$ cat config.mk
export PLATFORM = sky130hd
export DESIGN_NAME = exec_stage
export DESIGN_NICKNAME = d
export VERILOG_FILES = /design/src/rtl/exec_stage.sv
export SDC_FILE = /design/constraint.sdc
export NUM_CORES = 1
export LEC_CHECK = 0
export CAP_MARGIN = 25
export CORE_ASPECT_RATIO = 1.1
export CORE_MARGIN = 2
export CORE_UTILIZATION = 25
export CTS_BUF_LIST = sky130_fd_sc_hd__clkbuf_8
export DETAILED_ROUTE_END_ITERATION = 16
export GPL_TIMING_DRIVEN = 0
export SLEW_MARGIN = 10
export SYNTH_ARGS = -nofsm -noshare
export SYNTH_HDL_FRONTEND = slang
export SYNTH_SLANG_ARGS = --single-unit
$ cat constraint.sdc
create_clock -name clk -period 1.95 [get_ports clk]
set_input_delay 0.585 -clock clk [delete_from_list [all_inputs] [get_ports clk]]
set_output_delay 0.585 -clock clk [all_outputs]
set_load 0.01 [all_outputs]
$ cat src/rtl/exec_stage.sv
// Execute stage between register-file read ports and its write port.
// Single-cycle ALU ops complete in one cycle. Shifts and rotates run
// bit-serially, one position per cycle. Result and flags are registered
// and held until the next operation completes.
module exec_stage #(
  parameter int unsigned W  = 8,
  parameter int unsigned SW = 3
) (
  input  logic          clk,
  input  logic          rst_n,
  input  logic          start,
  input  logic [2:0]    op,
  input  logic [W-1:0]  dat_a,
  input  logic [W-1:0]  dat_b,
  output logic          busy,
  output logic          wr_en,
  output logic [W-1:0]  dat_out,
  output logic          zero,
  output logic          carry
);

  typedef enum logic [1:0] {S_IDLE, S_SHIFT, S_DONE} state_e;
  typedef enum logic [2:0] {
    OP_ADD  = 3'b000,
    OP_SUB  = 3'b001,
    OP_AND  = 3'b010,
    OP_XOR  = 3'b011,
    OP_SLL  = 3'b100,
    OP_SRL  = 3'b101,
    OP_ROL  = 3'b110,
    OP_PASS = 3'b111
  } op_e;

  state_e         state_q;
  op_e            op_q;
  op_e            op_in;
  logic [W-1:0]   acc_q;
  logic [SW-1:0]  cnt_q;
  logic [W-1:0]   dat_out_q;
  logic           busy_q, wr_en_q, zero_q, carry_q;

  logic [SW-1:0]  k;
  logic           is_shift;
  logic [W:0]     arith;
  logic [W-1:0]   alu_res, step_res;
  logic           alu_c, step_c;

  // Single-cycle result from the live inputs (also covers shift by zero).
  always_comb begin
    op_in    = op_e'(op);
    k        = dat_b[SW-1:0];
    is_shift = (op_in == OP_SLL) || (op_in == OP_SRL) || (op_in == OP_ROL);
    arith    = '0;
    alu_res  = dat_a;
    alu_c    = 1'b0;
    case (op_in)
      OP_ADD: begin
        arith   = {1'b0, dat_a} + {1'b0, dat_b};
        alu_res = arith[W-1:0];
        alu_c   = arith[W];
      end
      OP_SUB: begin
        // Borrow out of the extended difference is the inverse of a >= b.
        arith   = {1'b0, dat_a} - {1'b0, dat_b};
        alu_res = arith[W-1:0];
        alu_c   = ~arith[W];
      end
      OP_AND:  alu_res = dat_a & dat_b;
      OP_XOR:  alu_res = dat_a ^ dat_b;
      OP_PASS: alu_res = dat_b;
      default: alu_res = dat_a;
    endcase
  end

  // One-position shift/rotate of the accumulator for the latched opcode.
  always_comb begin
    case (op_q)
      OP_SLL: begin
        step_res = {acc_q[W-2:0], 1'b0};
        step_c   = acc_q[W-1];
      end
      OP_SRL: begin
        step_res = {1'b0, acc_q[W-1:1]};
        step_c   = acc_q[0];
      end
      default: begin
        step_res = {acc_q[W-2:0], acc_q[W-1]};
        step_c   = acc_q[W-1];
      end
    endcase
  end

  // Control FSM with registered result, flags and handshake outputs.
  always_ff @(posedge clk or negedge rst_n) begin
    if (!rst_n) begin
      state_q   <= S_IDLE;
      op_q      <= OP_ADD;
      acc_q     <= '0;
      cnt_q     <= '0;
      dat_out_q <= '0;
      busy_q    <= 1'b0;
      wr_en_q   <= 1'b0;
      zero_q    <= 1'b0;
      carry_q   <= 1'b0;
    end else begin
      wr_en_q <= 1'b0;
      case (state_q)
        S_IDLE: begin
          if (start) begin
            busy_q <= 1'b1;
            if (is_shift && (k != '0)) begin
              acc_q   <= dat_a;
              cnt_q   <= k;
              op_q    <= op_in;
              state_q <= S_SHIFT;
            end else begin
              dat_out_q <= alu_res;
              zero_q    <= (alu_res == '0);
              carry_q   <= alu_c;
              wr_en_q   <= 1'b1;
              state_q   <= S_DONE;
            end
          end
        end
        S_SHIFT: begin
          acc_q <= step_res;
          cnt_q <= cnt_q - 1'b1;
          if (cnt_q == SW'(1)) begin
            dat_out_q <= step_res;
            zero_q    <= (step_res == '0);
            carry_q   <= step_c;
            wr_en_q   <= 1'b1;
            state_q   <= S_DONE;
          end
        end
        S_DONE: begin
          busy_q  <= 1'b0;
          state_q <= S_IDLE;
        end
        default: begin
          busy_q  <= 1'b0;
          state_q <= S_IDLE;
        end
      endcase
    end
  end

  assign busy    = busy_q;
  assign wr_en   = wr_en_q;
  assign dat_out = dat_out_q;
  assign zero    = zero_q;
  assign carry   = carry_q;

endmodule

After elaboration in Yosys (flattened, before gate mapping):

Cells that the tools add are included.
W data, S select, Z words.

* bits of input ports: 22
* bits in registers: 28
* output and inout bits: 12
* logic and storage cells: 77

* bitwise logic cells: 4
* muxes and demuxes: 32
* equality and inequality tests: 15
* reductions and logical operators: 14
* add/sub/neg operators: 3

Operator list (count)
* $pmux W8 S2: 3
* $mux W8: 5
* $pmux W8 S5: 1
* $eq A3 B3 Y1 const B: 6
* $logic_not A8 Y1: 2
* $mux W1: 11
* $pmux W1 S2: 5
* $add A8 B8 Y9: 1
* $sub A8 B8 Y9: 1
* $and A8 B8 Y8: 1
* $ne A2 B2 Y1 const B: 4
* $xor A8 B8 Y8: 1
* $eq A3 B1 Y1 const B: 2
* $eq A3 B2 Y1 const B: 2
* $mux W2: 3
* $mux W3: 2
* $pmux W3 S2: 1
* $reduce_and A3 Y1: 2
* $pmux W2 S2: 1
* $reduce_and A2 Y1: 2
* $reduce_and A4 Y1: 1
* $logic_not A3 Y1: 1
* $reduce_bool A3 Y1: 1
* $sub A3 B1 Y3 const B: 1
* other kinds (6): 8

Longest topological paths before layout:

Gate-level depths: netlist (run 1).

* depth in word-level cells: 7
* depth in mapped cells: 11
* mapped depth without buffers: 11

Worst setup path after synthesis (run 1):

No wires, ideal clock.

* kind: input to register
* start point: in dat_a[0]
* end point: reg carry_q (netlist: carry)
* cell stages on the path: 11
* setup slack: -0.684 ns
* arrival time: 2.481 ns
* required time: 1.798 ns
* buffers on the path: 0
* library setup time: 0.152 ns
* cells stage by stage: inv_1 > ha_1 > inv_1 > fa_1 > a211oi_1 > nor3_1 > o21a_1 > o21ai_0 > or4b_1 > o311ai_0 > o311ai_0

* cells in the longest elaborated chain, start to end: 6
* elaborated cells between the ends (all ways): 7
* those cells by class: add/sub (2); mux (4); bitwise (1)

Ends and longest elaborated chain
* start: declaration: line 13 `input logic [W-1:0] dat_a,`
* $sub A8 B8 Y9: line 64 `arith = {1'b0, dat_a} - {1'b0, dat_b};`
* $not A1 Y1: line 66 `alu_c = ~arith[W];`
* $pmux W1 S2 *: line 56 `case (op_in)`
* $mux W1 *: line 111 `if (is_shift && (k != '0)) begin`
* $mux W1 *: line 109 `if (start) begin`
* $pmux W1 S2 *: line 107 `case (state_q)`
* end signal: assignment: line 119 `carry_q <= alu_c;`
* end signal: assignment: line 131 `carry_q <= step_c;`
* end: declaration: line 40 `logic busy_q, wr_en_q, zero_q, carry_q;`

Every way passes the cells marked *; elsewhere a longest branch is shown, timed or not. The select of a mux whose other input is x is not followed.
A chain may end at the register's enable or synchronous reset.

Worst setup path in the final report (run 1):

Same ends and word-level chain as after synthesis.

==> qor.csv, run 1 <==
stage,metric,value,unit
synth,synth_common_cells,"35 x nand2_1, 28 x dfrtp_1, 25 x nor2_1",
grt,grt_usage,14.4,%
timing,setup_viol,8,
synth,synth_cells,306,
critical_path,r2r_end,zero,
timing,max-slew-margin-rel,57.1,%
clock_network,clk_pin_slew,0.09,ns
critical_path,rr_worst_depth,7,
routing,first_iter_violations,115,
synth,synth_top_area_share,28.2,%
synth,ys_seq_area_share,28.2,%
critical_path,ff2ff_setup_slack,-0.10,ns
routing,wl_per_cell,16.1,µm
die,num_rows,38,
status,violations,setup timing,
die,die_height,109,µm
timing,fin_crit_sh,129,%
timing,slew_violations,0,
critical_path,cp_slowest_stage_delay,0.50,ns
worst_hold_path,hold_class,in2async,
finish,diodes,0,
routing,vias,2544,
critical_path,path_class,in2reg,
synth,synth_edf_count,0,
critical_path,cp_cell_sequence,buf_12 > inv_12 > ha_4 > inv_2 > fa_2 > a211oi_2 > nor3_2 > o21a_1 > o21ai_1 > or4b_4 > o311ai_4 > o311ai_1,
critical_path,critPathSlowestCell,or4b_4,
critical_path,end_kind,flip-flop,
clock_network,clkSinkCount,28,
critical_path,worstReg2RegStart,state_q[0],
timing,fin_ws,-0.558,ns
clock_network,cts_buffer_depth,2,
timing,tightest_slew,0.644,ns
finish,fillers,1041,
clock_network,cts_tree,done,
critical_path,cp.required,2.09,ns
clock_network,cts_buffers,3,
critical_path,cpLargestDelayFamily,compound AO/OA/AOI/OAI gates,
routing,routed_via_density,5.27,
finish,drive_gt1_share,33.1,%
clock_network,clockRootBuffer,clkbuf_8,
synth,yosys_register_bits,28,
routing,drt-pass1-iter-count,4,
power,ir_worst_vdd,0.400,mV
placed_design,gp_congestion,0.871,
timing,rsz0062_at_grt,true,
timing,fmax,399,MHz
grt,grt-ovfl-total,0,
grt,grt_pass1_vias,2527,
timing,hold_ws,0.317,ns
critical_path,worst_ep_arrival_time,2.65,ns
clock_network,htreeDepth,1,
synth,async_flop_share,100,%
die,die_w,99.1,µm
placed_design,dpl.hpwl,5.75,mm
critical_path,critPathBufInv,3,
placed_design,portBuffers,32,
timing,hold_viol,0,
critical_path,startpoint_type,input port,
power,p_total,3230,µW
critical_path,cp_max_fo,3,
synth,netlist_area,0.00249,mm²
grt,grt_pass1_wl,12.5,mm
placed_design,placedCellCount,458,
finish,nNetsFinal,408,
routing,drc,0,
grt,grt_max_degree,29,
timing,period_minus_slack,2.51,ns
synth,syn_nets,349,
synth,synth_ff_type,dfrtp_1,
finish,layoutNonFillerInstCount,483,
synth,yosys.area.top_type,dfrtp_1,
clock_network,clock_latency,0.28,ns
status,status,finished with violations,
routing,wirelength,7.79,mm
die,dieArea,0.0108,mm²
routing,drtAntennaViolNets,0,
die,coreArea,0.00979,mm²
die,io_pins,34,
synth,synth_most_common_cell,nand2_1,
power,power_leakage,0.00151,µW
timing,fin_skew,0.00565,ns
synth,ys_types,56,
run,timing.max_cap.violations,0,
die,initial_core_util,25.4,%
grt,grt_antenna_before_repair,0,
power,power_density,897,mW/mm²
placed_design,place_ws,-1.59,ns
finish,syn_to_final_growth,44.5,%
synth,synth_warnings,0,
synth,syn_avg_cell_area,8.13,µm²
synth,ys_top_cells_by_area,"dfrtp_1 28%, ha_1 9.6%, nand2_1 5.3%",
-- power by group --
group          internal (µW)  total, µW  switching (µW)
logic                    938       1860             922
registers                842       1050             204
clock network            139        321             182
total                   1920       3230            1310
-- flip-flops by register name, summed over array words and instances (netlist names), 2 cells and up --
name / flops
cnt_q: 3
state_q: 2
dat_out: 8
acc_q: 8
op_q: 3
-- metrics by stage --
| step | area [µm²] | TNS [ns] | util [%] |
|---|---|---|---|
| 2_1_floorplan | 2600 | -2.58 | - |
| 3_3_place_gp | 3070 | -32.30 | 31.3 |
| 3_5_place_dp | 3060 | -28.79 | 31.3 |
| 4_1_cts | 3440 | -2.76 | 35.1 |
| 5_1_grt | 3600 | -3.83 | 36.7 |
| 6_report | 3600 | -2.90 | 36.7 |
-- worst max path at each step --
| stage | depth (start not counted) | startpoint | endpoint | slack [ns] |
|---|---|---|---|---|
| 2_1_floorplan | 11 | dat_a[0] | carry | -0.58 |
| 3_3_place_gp | 12 | dat_a[0] | carry | -1.56 |
| 3_5_place_dp | 12 | dat_a[0] | carry | -1.59 |
| 4_1_cts | 10 | dat_a[5] | dat_out[7] | -0.51 |
| 5_1_grt | 12 | dat_a[0] | carry | -0.62 |
| 6_report | 12 | dat_a[0] | carry | -0.56 |
-- layer usage --
metal,global-route usage [%],up-vias,routed length [µm]
li1,-,1229,-
met1,18.0,1230,3410
met2,25.3,66,3890
met3,1.22,19,218
met4,5.97,0,263
met5,0,-,0
-- cell families (layout without fill, tap and decap cells) --
kind of cell / after synthesis / in the layout / share of synthesized area [%]
AO/OA/AOI/OAI: 98 / 98 / 27.1
XOR/XNOR: 3 / 3 / 1.06
adder cells (fa/ha/maj): 21 / 21 / 11.2
buffers and inverters: 39 / 96 / 6.64
flip-flops: 28 / 28 / 28.2
multiplexers: 15 / 15 / 6.39
AND/OR/NAND/NOR: 102 / 102 / 19.5
-- worst register-to-register path: stages (launching register included) --
cell,delay [ns]
dfrtp_1,0.42
inv_1,0.07
nor2_1,0.48
a22oi_2,0.17
buf_4,0.21
nor4_1,0.42
a21oi_1,0.12
o41ai_2,0.07
-- cell usage in the layout, fill, tap and decap left out, drive strengths merged, types with 8 or more instances in the layout --
cell type,instances
nand2,36
a21oi,18
a31oi,8
mux2i,8
dfrtp,28
buf,45
o211ai,8
clkbuf,11
clkdlybuf4s50,13
nor2,25
nor3,8
o21ai,21
ha,19
inv,20
-- cell type report --
type / instances / area (µm²) / area share [%]
repair buffers: 54 / 472 / 13.1
plain buffers: 17 / 131 / 3.65
well taps: 120 / 150 / 4.17
inverters: 22 / 98.8 / 2.75
flip-flops and latches: 28 / 701 / 19.5
clock buffers: 3 / 41.3 / 1.15
multi-input cells: 239 / 2000 / 55.7
-- repair_timing --
item | CTS | global route
pin swaps | 23 | 16
setup buffers | 14 | 7
gates cloned | 0 | 1
setup endpoints to repair | 27 | 19
resized for setup | 115 | 33
hold buffers | 0 | 0
(Power assumes the default switching activity.)
==> run 2, diff against run 1 <==
--- a/config.mk
+++ b/config.mk
@@ -10,6 +10,7 @@
 export CORE_MARGIN = 2
 export CORE_UTILIZATION = 25
 export CTS_BUF_LIST = sky130_fd_sc_hd__clkbuf_8
+export CTS_CLUSTER_DIAMETER = 150
 export DETAILED_ROUTE_END_ITERATION = 16
 export GPL_TIMING_DRIVEN = 0
 export SLEW_MARGIN = 10
==> constraint.sdc (replaced) <==
create_clock -name clk -period 1.95 [get_ports clk]
set_input_delay 0.195 -clock clk [delete_from_list [all_inputs] [get_ports clk]]
set_output_delay 0.195 -clock clk [all_outputs]
set_load 0.01 [all_outputs]
==> qor.csv, run 2 (synthesis results as in run 1) <==
stage,metric,value,unit
worst_hold_path,hold_class,in2reg,
critical_path,end_kind,flip-flop,
grt,grt_usage,14.3,%
finish,diodes,0,
placed_design,gp_congestion,0.872,
routing,drc,0,
placed_design,place_ws,-1.13,ns
grt,grt_antenna_before_repair,0,
placed_design,placed_area,0.00300,mm²
die,dieArea,0.0108,mm²
die,initial_core_util,25.4,%
clock_network,cts_tree,done,
timing,max-slew-margin-rel,58.2,%
routing,drt-pass1-iter-count,4,
power,ir_worst_vdd,0.345,mV
finish,syn_to_final_growth,37.9,%
clock_network,cts_buffers,3,
routing,wl_per_cell,16.5,µm
die,num_rows,38,
die,die_w,99.1,µm
critical_path,cp_max_fo,3,
critical_path,critPathSlowestCell,or4b_4,
timing,fin_ws,-0.229,ns
finish,multi_input_area,0.00191,mm²
clock_network,clock_latency,0.28,ns
timing,setup_viol,5,
placed_design,placedCellCount,458,
power,power_leakage,0.00143,µW
routing,wirelength,7.82,mm
finish,finalInstanceArea,0.00343,mm²
critical_path,critPathBufInv,3,
finish,fillers,1045,
placed_design,dpl.hpwl,5.66,mm
die,io_pins,34,
timing,fin_skew,0.00140,ns
status,status,finished with violations,
timing,tightest_slew,0.626,ns
clock_network,clk_pin_slew,0.09,ns
run,timing.max_cap.violations,0,
critical_path,cpLargestDelayFamily,compound AO/OA/AOI/OAI gates,
clock_network,htreeDepth,1,
finish,nNetsFinal,399,
critical_path,cp_cell_sequence,buf_12 > inv_12 > ha_4 > inv_2 > fa_2 > a211oi_4 > nor3_2 > o21a_1 > o21ai_2 > or4b_4 > o311ai_4 > o311ai_2,
finish,layoutNonFillerInstCount,475,
status,violations,setup timing,
grt,grt-ovfl-total,0,
critical_path,cp_slowest_stage_delay,0.49,ns
grt,grt_pass1_vias,2505,
timing,fmax,459,MHz
routing,vias,2518,
timing,fin_crit_sh,112,%
grt,grt_pass1_wl,12.4,mm
grt,grt_max_degree,29,
placed_design,portBuffers,32,
finish,drive_gt1_share,27.3,%
timing,rsz0062_at_grt,true,
routing,drtAntennaViolNets,0,
critical_path,cp.required,2.10,ns
finish,layout_common_cells,"35 x nand2_1, 28 x dfrtp_1, 23 x nor2_1",
clock_network,clkSinkCount,28,
timing,slew_violations,0,
power,power_density,915,mW/mm²
critical_path,startpoint_type,input port,
routing,first_iter_violations,114,
die,coreArea,0.00979,mm²
power,p_total,3140,µW
critical_path,path_class,in2reg,
clock_network,cts_buffer_depth,2,
finish,register_area,701,µm²
timing,period_minus_slack,2.18,ns
clock_network,clockRootBuffer,clkbuf_8,
timing,hold_viol,0,
die,die_height,109,µm
timing,fin_setup_tns,-0.545,ns
routing,routed_via_density,5.30,
critical_path,worst_ep_arrival_time,2.33,ns
finish,final_common_cell,nand2_1,
## run 2: report_power, final
group	switching, µW	internal (µW)	leakage [µW]
Sequential	197	842	0.000338
Clock	184	181	0.0000288
Combinational	899	836	0.00106
Total	1280	1860	0.00143
## run 2: path summary, 6_finish.rpt
path / start / end / slack, ns / cells after the start
setup reg to reg: state_q[1] / zero / 0.05 / 7
max in group asynchronous: rst_n / acc_q[3] / 1.08 / 2
hold / removal: dat_b[0] / cnt_q[0] / 0.19 / 3
hold reg to reg: dat_out[3] / dat_out[3] / 0.49 / 1
setup / recovery: dat_a[0] / carry / -0.23 / 12
min in group asynchronous: rst_n / busy / 0.47 / 2
## run 2: worst min-delay path, stage by stage
cell      delay (ns)
buf_6           0.10
nand2_1         0.05
o211ai_1        0.09
## run 2: layout make-up
type	count	share of cell area (%)
multi-input cells	239	55.7
plain buffers	16	2.99
inverters	22	2.84
flip-flops and latches	28	20.4
clock buffers	4	1.60
repair buffers	46	12.0
well taps	120	4.38
## run 2: metal layers
metal	GRT usage [%]	routed length, µm	vias up
met5	0	0	-
met4	6.65	263	0
met3	1.35	338	22
met2	25.3	3890	78
met1	17.6	3330	1206
li1	-	-	1212
## run 2: repair_timing
item	in CTS	in global routing
endpoints found under the hold margin	28	0
hold buffers	1	0
gates resized for setup	84	42
setup buffers	9	4
pin swaps	17	13
endpoints found under the setup margin	25	21
## run 2: through the flow
stage	hold WS, ns	util (%)
floorplan	-0.101	-
global placement	0.460	30.7
detailed placement	0.256	30.7
CTS	0.214	33.5
global route	0.206	35.0
finish	0.195	35.0
==> run 3, diff against run 2 <==
--- a/config.mk
+++ b/config.mk
@@ -13,6 +13,7 @@
 export CTS_CLUSTER_DIAMETER = 150
 export DETAILED_ROUTE_END_ITERATION = 16
 export GPL_TIMING_DRIVEN = 0
+export PLACE_DENSITY = 0.45
 export SLEW_MARGIN = 10
 export SYNTH_ARGS = -nofsm -noshare
 export SYNTH_HDL_FRONTEND = slang
==> qor.csv, run 3 (synthesis results as in run 1) <==
stage,metric,value,unit
status,status,finished with violations,
status,violations,setup timing,
grt,grt-ovfl-total,0,
grt,grt_usage,15.2,%
power,p_seq_share,33.2,%
grt,grt_antenna_before_repair,0,
finish,layout_common_cells,"34 x nand2_1, 28 x dfrtp_1, 24 x nor2_1",
finish,register_area,701,µm²
power,net-switching-power,1280,µW
clock_network,clockRootBuffer,clkbuf_8,
finish,multi_input_area,0.00190,mm²
power,pwr-share-clk,11.9,%
die,num_rows,38,
critical_path,worstReg2RegStart,op_q[0],
clock_network,cts_buffers,3,
routing,wirelength,8.01,mm
die,coreArea,0.00979,mm²
run,timing.max_cap.violations,0,
power,ir_worst_vdd,0.406,mV
clock_network,clock_latency,0.28,ns
finish,finalInstanceArea,0.00343,mm²
die,initial_core_util,25.4,%
finish,syn_to_final_growth,37.9,%
power,power_leakage,0.00145,µW
power,switching_share,40.8,%
routing,routed_via_density,5.05,
critical_path,cp_max_fo,3,
clock_network,clk_pin_slew,0.10,ns
routing,drc,0,
die,die_w,99.1,µm
grt,grt_pass1_wl,12.9,mm
routing,vias,2405,
timing,hold_viol,0,
critical_path,cp.required,2.10,ns
worst_hold_path,min_from,dat_b[2],
timing,tightest_slew,0.663,ns
routing,wl_per_cell,16.8,µm
power,p_int,1860,µW
critical_path,end_kind,flip-flop,
routing,drtAntennaViolNets,0,
power,p_total,3140,µW
clock_network,clkSinkCount,28,
clock_network,htreeDepth,1,
finish,drive_gt1_share,28.1,%
routing,first_iter_violations,117,
worst_hold_path,hold_class,in2reg,
timing,period_minus_slack,2.10,ns
timing,fin_skew,0.00500,ns
die,dieArea,0.0108,mm²
critical_path,startpoint_type,input port,
clock_network,cts_buffer_depth,2,
placed_design,placed_area,0.00300,mm²
die,io_pins,34,
finish,final_common_cell,nand2_1,
power,p_comb_share,54.9,%
timing,fin_crit_sh,108,%
timing,max-slew-margin-rel,55.8,%
critical_path,critPathLaunch,dat_a[0],
finish,fillers,1034,
timing,slew_violations,0,
grt,grt_max_degree,29,
die,die_height,109,µm
placed_design,gp_congestion,0.864,
placed_design,portBuffers,32,
placed_design,dpl.hpwl,6.00,mm
placed_design,place_ws,-1.14,ns
timing,rsz0062_at_grt,true,
timing,fin_ws,-0.152,ns
finish,diodes,0,
grt,grt_pass1_vias,2403,
routing,drt-pass1-iter-count,4,
finish,final_util,35.0,%
timing,setup_viol,4,
critical_path,path_class,in2reg,
clock_network,cts_tree,done,
power,power_density,916,mW/mm²
critical_path,worst_ep_arrival_time,2.25,ns
finish,nNetsFinal,400,
timing,fmax,476,MHz
run 3: worst max-delay path, cell delays in order:
cell      delay, ns
buf_12         0.11
inv_12         0.04
ha_4           0.12
inv_2          0.03
fa_2           0.37
a211oi_2       0.25
nor3_2         0.10
o21a_1         0.19
o21ai_2        0.13
or4b_4         0.49
o311ai_4       0.08
o311ai_1       0.13
run 3: what timing repair did:
item,in CTS,in global routing
buffers inserted,12,2
endpoints found under the hold margin,28,0
endpoints found under the setup margin,25,20
hold buffers,1,0
resized for setup,110,19
pin swaps,22,6
run 3: cell type report:
| type | count | share of cell area [%] |
|---|---|---|
| Multi-Input combinational cell | 239 | 55.4 |
| Inverter | 22 | 2.99 |
| Buffer | 16 | 2.88 |
| Sequential cell | 28 | 20.4 |
| Tap cell | 120 | 4.38 |
| Timing Repair Buffer | 47 | 12.3 |
| Clock buffer | 4 | 1.60 |
run 3: per-stage QoR:
step	hold slack, ns	TNS [ns]	instances
after floorplan	-0.101	-0.461	306
after detailed placement	0.275	-19.96	458
after global routing	0.218	-0.795	476
after global placement	0.459	-20.23	458
after CTS	0.191	-0.794	474
final	0.194	-0.381	476
run 3: layer usage:
metal / wire length, µm / vias to the layer above / track usage, % / part of all wire (%)
li1: - / 1212 / - / -
met1: 3640 / 1147 / 19.6 / 45
met2: 4090 / 38 / 27.5 / 51
met3: 173 / 8 / 1.09 / 2.2
met4: 103 / 0 / 4.01 / 1.3
met5: 0 / - / 0 / 0
run 3: power by group through the flow:
stage | sequential [µW] | clock [µW] | combinational [µW]
4_1_cts | 1040 | 391 | 1690
3_5_place_dp | 1050 | 0 | 1540
6_report | 1040 | 373 | 1720
3_3_place_gp | 1050 | 0 | 1520
2_1_floorplan | 1050 | 0 | 957
5_1_grt | 1080 | 414 | 1910
run 3: final timing paths:
path                              endpoint  slack, ns  depth (start not counted)
max in group asynchronous          op_q[1]       1.04                          2
worst min-delay path              cnt_q[2]       0.19                          3
worst max-delay path                 carry      -0.15                         12
worst min register to register  dat_out[4]       0.48                          1
worst max register to register        zero       0.01                          6
min in group asynchronous       state_q[0]       0.48                          2
